## src/rtl/ber_meter.sv

```systemverilog
// Bit-error-rate meter: compares rx_sig against a DELAY-beat delayed ref_sig over WINDOW valid beats.
// Optional macro BER_AUTO_RESTART_EN makes windows run back-to-back until reset.
module ber_meter #(
  parameter  int WINDOW = 256,
  parameter  int DELAY  = 8,
  localparam int CNT_W  = $clog2(WINDOW + 1)
) (
  input  logic             clk_sig,
  input  logic             reset_sig,
  input  logic             start_sig,
  input  logic             valid_sig,
  input  logic             ref_sig,
  input  logic             rx_sig,
  output logic [CNT_W-1:0] err_cnt_sig,
  output logic             done_sig,
  output logic             busy_sig,
  output logic             err_sig
);

  localparam int SYNC_W = (DELAY < 1) ? 1 : $clog2(DELAY + 1);
  localparam logic [SYNC_W-1:0] SYNC_LAST = SYNC_W'((DELAY > 0) ? DELAY - 1 : 0);
  localparam logic [CNT_W-1:0]  CNT_LAST  = CNT_W'(WINDOW);

`ifdef BER_AUTO_RESTART_EN
  localparam bit AUTO_RESTART = 1'b1;
`else
  localparam bit AUTO_RESTART = 1'b0;
`endif

  typedef enum logic [1:0] {
    S_IDLE    = 2'd0,
    S_SYNC    = 2'd1,
    S_MEASURE = 2'd2,
    S_DONE    = 2'd3
  } state_t;

  state_t            r_state;
  state_t            w_next;
  logic [SYNC_W-1:0] r_sync_cnt;
  logic [CNT_W-1:0]  r_bit_cnt;
  logic [CNT_W-1:0]  r_err_cnt;
  logic [CNT_W-1:0]  r_err_out;
  logic              r_done;
  logic              r_busy;
  logic              r_err;
  logic              w_ref_dly;
  logic              w_mis;
  logic              w_cmp_en;
  logic              w_last;
  logic [CNT_W-1:0]  w_bit_base;
  logic [CNT_W-1:0]  w_err_base;
  logic [CNT_W-1:0]  w_bit_inc;
  logic [CNT_W-1:0]  w_err_inc;

  // Reference delay line shifts on every valid beat regardless of state.
  generate
    if (DELAY == 0) begin : g_nodly
      assign w_ref_dly = ref_sig;
    end else begin : g_dly
      logic [DELAY-1:0] r_dly;
      always_ff @(posedge clk_sig or posedge reset_sig) begin
        if (reset_sig) begin
          r_dly <= '0;
        end else if (valid_sig) begin
          r_dly <= (r_dly << 1) | DELAY'(ref_sig);
        end
      end
      assign w_ref_dly = r_dly[DELAY-1];
    end
  endgenerate

  // In auto-restart mode the DONE beat is the first beat of the next window.
  always_comb begin
    w_next     = r_state;
    w_mis      = rx_sig ^ w_ref_dly;
    w_cmp_en   = valid_sig && ((r_state == S_MEASURE) ||
                               (AUTO_RESTART && (r_state == S_DONE)));
    w_bit_base = (r_state == S_MEASURE) ? r_bit_cnt : '0;
    w_err_base = (r_state == S_MEASURE) ? r_err_cnt : '0;
    w_bit_inc  = w_bit_base + CNT_W'(1);
    w_err_inc  = w_err_base + CNT_W'(w_mis);
    w_last     = w_cmp_en && (w_bit_inc == CNT_LAST);
    case (r_state)
      S_IDLE: begin
        if (start_sig) w_next = (DELAY == 0) ? S_MEASURE : S_SYNC;
      end
      S_SYNC: begin
        if (valid_sig && (r_sync_cnt == SYNC_LAST)) w_next = S_MEASURE;
      end
      S_MEASURE: begin
        if (w_last) w_next = S_DONE;
      end
      S_DONE: begin
        if (AUTO_RESTART) w_next = w_last ? S_DONE : S_MEASURE;
        else              w_next = S_IDLE;
      end
      default: w_next = S_IDLE;
    endcase
  end

  always_ff @(posedge clk_sig or posedge reset_sig) begin
    if (reset_sig) begin
      r_state <= S_IDLE;
      r_busy  <= 1'b0;
      r_done  <= 1'b0;
      r_err   <= 1'b0;
    end else begin
      r_state <= w_next;
      r_busy  <= (w_next == S_SYNC) || (w_next == S_MEASURE);
      r_done  <= (w_next == S_DONE);
      r_err   <= w_cmp_en && w_mis;
    end
  end

  // Holding the counters clear throughout IDLE covers the clear-on-entry requirement.
  always_ff @(posedge clk_sig or posedge reset_sig) begin
    if (reset_sig) begin
      r_sync_cnt <= '0;
      r_bit_cnt  <= '0;
      r_err_cnt  <= '0;
      r_err_out  <= '0;
    end else begin
      if (r_state != S_SYNC) begin
        r_sync_cnt <= '0;
      end else if (valid_sig) begin
        r_sync_cnt <= r_sync_cnt + SYNC_W'(1);
      end
      if (w_cmp_en) begin
        r_bit_cnt <= w_bit_inc;
        r_err_cnt <= w_err_inc;
      end else if ((r_state == S_IDLE) || (r_state == S_DONE)) begin
        r_bit_cnt <= '0;
        r_err_cnt <= '0;
      end
      if (w_last) r_err_out <= w_err_inc;
    end
  end

  assign err_cnt_sig = r_err_out;
  assign done_sig    = r_done;
  assign busy_sig    = r_busy;
  assign err_sig     = r_err;

endmodule

```

## config.mk

```make
export PLATFORM = sky130hd
export DESIGN_NAME = ber_meter
export DESIGN_NICKNAME = d
export VERILOG_FILES = /design/src/rtl/ber_meter.sv
export SDC_FILE = /design/constraint.sdc
export NUM_CORES = 1
export LEC_CHECK = 0
export ABC_AREA = 1
export CORE_ASPECT_RATIO = 1.1
export CORE_MARGIN = 1.5
export CORE_UTILIZATION = 51
export DETAILED_ROUTE_END_ITERATION = 8
export DONT_BUFFER_PORTS = 1
export MAX_ROUTING_LAYER = met4
export PLACE_DENSITY = 0.77
export SLEW_MARGIN = 20
export SYNTH_ARGS = -nofsm -noshare
export SYNTH_HDL_FRONTEND = slang
export SYNTH_SLANG_ARGS = --single-unit
```

## constraint.sdc

```tcl
create_clock -name clk_sig -period 5.1 [get_ports clk_sig]
set_input_delay 0.765 -clock clk_sig [delete_from_list [all_inputs] [get_ports clk_sig]]
set_output_delay 0.765 -clock clk_sig [all_outputs]
set_load 0.02 [all_outputs]
```

[Yosys cells after proc, flatten, opt, wreduce, memory -nomap -nowiden]
Index checks and enable logic that the tools add are counted.
Cells by class
  add/subtract/negate cells: 3
  equal/unequal tests: 9
  muxes and demuxes: 11
  bitwise gates (word level): 2
  reduce and logical (&&, ||, !) cells: 9
Operators with widths (count)
  $mux 9: 5
  $add 9x1->9: 1
  $add 9x1->9 const B: 1
  $eq 9x9->1 const B: 1
  $eq 2x2->1 const B: 4
  $mux 4: 2
  $or 8x1->8: 1
  $pmux 2 s4: 1
  $mux 2: 3
  $add 4x1->4 const B: 1
  $eq 2x1->1 const B: 2
  $eq 4x3->1 const B: 1
  $logic_and 1x1->1: 4
  $reduce_bool 2->1: 2
  $logic_not 2->1: 1
  $logic_or 1x1->1: 2
  $ne 2x1->1 const B: 1
  $xor 1x1->1: 1
Storage, ports and cells
  bits in registers: 44
  input port bits: 6
  logic and storage cells: 43

[Depth between registers and ports, before layout]
  word-level depth: 9
  gate-level depth with buffers: 18
  depth with buffers taken out: 15

[Least setup slack after synthesis]
No wires, ideal clock.
  path type: register to register
  start point: register r_state[0]
  end point: register r_busy (netlist: busy_sig)
  setup time: 0.126 ns
  data arrival time: 2.586 ns
  path slack: 2.388 ns
  stages on the path, launching flop included: 18
  buffers on the path: 3
  clock period less this slack: 2.712 ns
  cells stage by stage: dfrtp_1 inv_1 ha_1 buf_2 buf_4 nand2_1 inv_1 ha_1 nand2_1 nor2_4 nand3b_1 nand2_1 nand2_2 nor2_8 nand3_2 buf_6 a21oi_1 ha_1
Between the ends
  word-level cells in the longest chain between the ends: 9
  elaborated cells between the ends (all ways): 16
  classes of those cells: 1 x add/sub; 6 x eq/ne; 5 x mux; 4 x reduce/logical
Ends and longest elaborated chain
  start: declaration: RTL line 37  | state_t r_state;
  start signal: assignment: RTL line 108  | r_state <= w_next;
  $eq 2x2->1: RTL line 76, 78, 83
  $mux 9: RTL line 78  | w_bit_base = (r_state == S_MEASURE) ? r_bit_cnt : '0;
  $add 9x1->9: RTL line 80  | w_bit_inc = w_bit_base + CNT_W'(1);
  $eq 9x9->1: RTL line 82  | w_last = w_cmp_en && (w_bit_inc == CNT_LAST);
  $logic_and 1x1->1: RTL line 82
  $mux 2: RTL line 91  | if (w_last) w_next = S_DONE;
  $pmux 2 s4 *: RTL line 83  | case (r_state)
  $eq 2x1->1 or $eq 2x2->1 (tied branches): RTL line 109  | r_busy <= (w_next == S_SYNC) || (w_next == S_MEASURE);
  $logic_or 1x1->1 *: RTL line 109
  end signal: assignment: RTL line 109
  end: declaration: RTL line 44  | logic r_busy;
Mark *: on every way between the ends. The rest lies on a longest branch, timed or not.
A chain may end at the register's enable or synchronous reset.

[Final worst setup path]
Same ends and word-level chain as after synthesis.

==> results.json <==
{
  "grt_pass1_wl_um": 7710,
  "postSynthCellCount": 296,
  "io_pins": 18,
  "period_needed_ns": 3.49,
  "path_cells": "inv_1, ha_1, nand2_2, inv_2, nand2_1, nor2_1, nand3_2, a21oi_1, ha_1",
  "yosysWarningCount": 0,
  "n_antenna_cell": 0,
  "die_w_um": 67.5,
  "wl_um": 4540,
  "vias": 1856,
  "crit_type": "reg2reg",
  "synth_top_family_by_area": "simple AND/OR/NAND/NOR gates",
  "start_util": 0.537,
  "gp_congestion": 0.873,
  "place_hpwl_um": 3280,
  "synth-xor-area-share": 0.00375,
  "p_switching_uw": 232,
  "ir_worst_vdd_mv": 0.121,
  "drt-initial-drc-count": 126,
  "antenna_found_initial": 0,
  "area_growth_pct": 5.57,
  "synth_top_area_frac": 0.471,
  "grt_remaining_overflow": 0,
  "power_frac_clock": 0.327,
  "cts_hold_buf": 0,
  "post_cts_buffers": 0,
  "leakagePower_nw": 1.29,
  "cts_root_buffer": "clkbuf_8",
  "setup_viol": 0,
  "ys_seq_elements": 44,
  "worstPathRequired_ns": 5.27,
  "clk_pin_slew_ns": 0.08,
  "slowest_stage": "ha_1",
  "intPower_uw": 565,
  "swShare": 0.291,
  "cts.htree.levels": 2,
  "io_buffers": 0,
  "worstPathArrival_ns": 3.66,
  "critPathLaunchType": "flip-flop",
  "yosysUniqueCellTypes": 31,
  "cts_resized": 0,
  "cts_max_path_buffers": 2,
  "yosys-top-cells-area": "dfrtp_1 (47%), nand2_1 (16%), ha_1 (5.4%), nand3_1 (4.7%), inv_1 (4.7%)",
  "rrSetupSlack_ns": 1.61,
  "seqPwrFrac": 0.507,
  "worst_pin_slew_ns": 0.840,
  "pwr_density_cell_nw_per_um2": 323,
  "syn_nets": 312,
  "clk-insertion-delay-late_ns": 0.30,
  "worst_path_most_repeated_cell": "ha_1",
  "vias_per_cell": 5.32,
  "slowest_delay_ns": 0.72,
  "drcViolationCount": 0,
  "synth_area_sq_um": 2340,
  "synth-compound-area-share": 0.0739,
  "comb_power_share": 0.166,
  "drtAntennaViolNets": 0,
  "fmax_ghz": 0.287,
  "avgSynthCellArea_sq_um": 7.89,
  "cts_tree": "yes",
  "status": "completed",
  "die-area_sq_um": 5000,
  "synth-simple-area-share": 0.325,
  "first_pass_iters": 4,
  "yosysTopAreaCell": "dfrtp_1",
  "wl_per_cell_um": 13.0,
  "hold_class": "reg2reg",
  "tns_ns": 0,
  "timing.final.max_slew_violations": 0,
  "synth_fa_ha_area_frac": 0.0536,
  "relSlewSlack": 0.440,
  "nFillCells": 402,
  "muxShareOfSynthArea": 0,
  "min_period_over_period": 0.684,
  "cts_inserted_buffers": 5,
  "die_h_um": 74.0,
  "cp-end-kind": "flip-flop",
  "num_rows": 25,
  "clock-sinks": 44,
  "grt_pass1_vias": 1780,
  "core-area_sq_um": 4350,
  "grt_max_degree": 45,
  "synth_seq_area_share": 0.471,
  "crit_fanout": 26,
  "layout-drive-gt1-share": 0.0780,
  "grt_setup_unrepaired": "false",
  "fin_nets": 310,
  "maxCapViolCount": 0,
  "gr-usage-all-layers": 0.209,
  "finClkSkew_ns": 0.00734,
  "total_power_uw": 797,
  "hold_viol": 0
}
==> routing by layer <==
layer	wire, um	vias to the layer above	track usage
li1	-	946	-
met4	64	0	0.0658
met2	2250	36	0.362
met1	2040	866	0.237
met3	180	8	0.0484
met5	0	-	-
==> cells in the mapped netlist (all sizes together) <==
cell type,instances
nand2,105
nand4,10
or2,2
o21ai,16
nor3,3
o22ai,3
clkbuf,4
xor2,1
a211oi,1
nand3b,2
inv,30
buf,6
nand3,25
o21bai,1
dfrtp,44
a21oi,10
ha,10
a31o,1
clkinv,1
nor2,21
==> state kept, by name (all words and copies together) (netlist names) <==
signal,cells
r_err_cnt,9
r_bit_cnt,9
err_sig,1
g_dly.r_dly,8
r_state,2
busy_sig,1
done_sig,1
r_sync_cnt,4
err_cnt_sig,9
==> per-stage QoR <==
stage | instances | util | cell area [sq um] | hold WS, ns | setup slack [ns]
final | 349 | 0.567 | 2470 | 0.473 | 1.61
after detailed placement | 341 | 0.542 | 2360 | 0.459 | 1.65
after floorplan | 296 | - | 2340 | 0.437 | 2.39
after CTS | 349 | 0.567 | 2470 | 0.479 | 1.66
after global routing | 349 | 0.567 | 2470 | 0.504 | 1.24
after global placement | 341 | 0.542 | 2360 | 0.452 | 1.78
==> worst paths after layout <==
path / endpoint / from / cells after the start
max: busy_sig / r_state[0] / 9
min: g_dly.r_dly[3] / g_dly.r_dly[3] / 2
max reg2reg: busy_sig / r_state[0] / 9
min reg2reg: g_dly.r_dly[3] / g_dly.r_dly[3] / 2
max in group asynchronous: g_dly.r_dly[3] / reset_sig / 2
min in group asynchronous: r_state[1] / reset_sig / 2
==> cells by family after synthesis <==
group	count (synthesis)
compound gates	32
xor+xnor	1
fa+ha+maj	10
buf+inv	41
flops	44
simple gates	168
==> layout by cell type (no fill, tap or decap) <==
master and n:
nand2_2 3, bufinv_16 1, o22ai_1 3, inv_1 28, clkbuf_8 5, clkinv_1 2
o21ai_0 15, nor2_1 17, clkinv_2 1, nand4_1 10, nand3_2 3, nor2_4 1
o21ai_1 1, nor3_2 1, or2_2 2, a21oi_1 10, buf_4 1, ha_1 10
nor3_1 2, clkbuf_1 1, nor2_2 2, nor2_8 1, a211oi_1 1, inv_2 1
o21bai_1 1, xor2_1 1, a31o_2 1, nand3_1 22, nand3b_1 2, dfrtp_1 44
nand2_1 102
==> worst max-delay path, delay by kind of cell, from the launching register on <==
family / cells / cell delay, ns
flops: 1 / 0.42
fa+ha+maj: 2 / 0.98
compound gates: 1 / 0.22
simple gates: 4 / 1.35
buf+inv: 2 / 0.38
==> area by class of cell <==
type                            count  area, sq um  area share
Inverter                           31          116      0.0472
Multi-Input combinational cell    211         1070       0.432
Tap cell                           54         67.6      0.0274
Clock buffer                        6         72.6      0.0294
Timing Repair Buffer                1         7.51     0.00304
Sequential cell                    44         1100       0.446
Clock inverter                      2         35.0      0.0142
==> power groups by stage <==
stage / Clock (mW) / Combinational (mW) / Sequential (mW)
after CTS: 0.265 / 0.133 / 0.405
after detailed placement: 0 / 0.132 / 0.412
after global routing: 0.278 / 0.150 / 0.410
after floorplan: 0 / 0.0983 / 0.405
after global placement: 0 / 0.120 / 0.408
final: 0.261 / 0.132 / 0.404
Power figures use the tool's default switching activity.
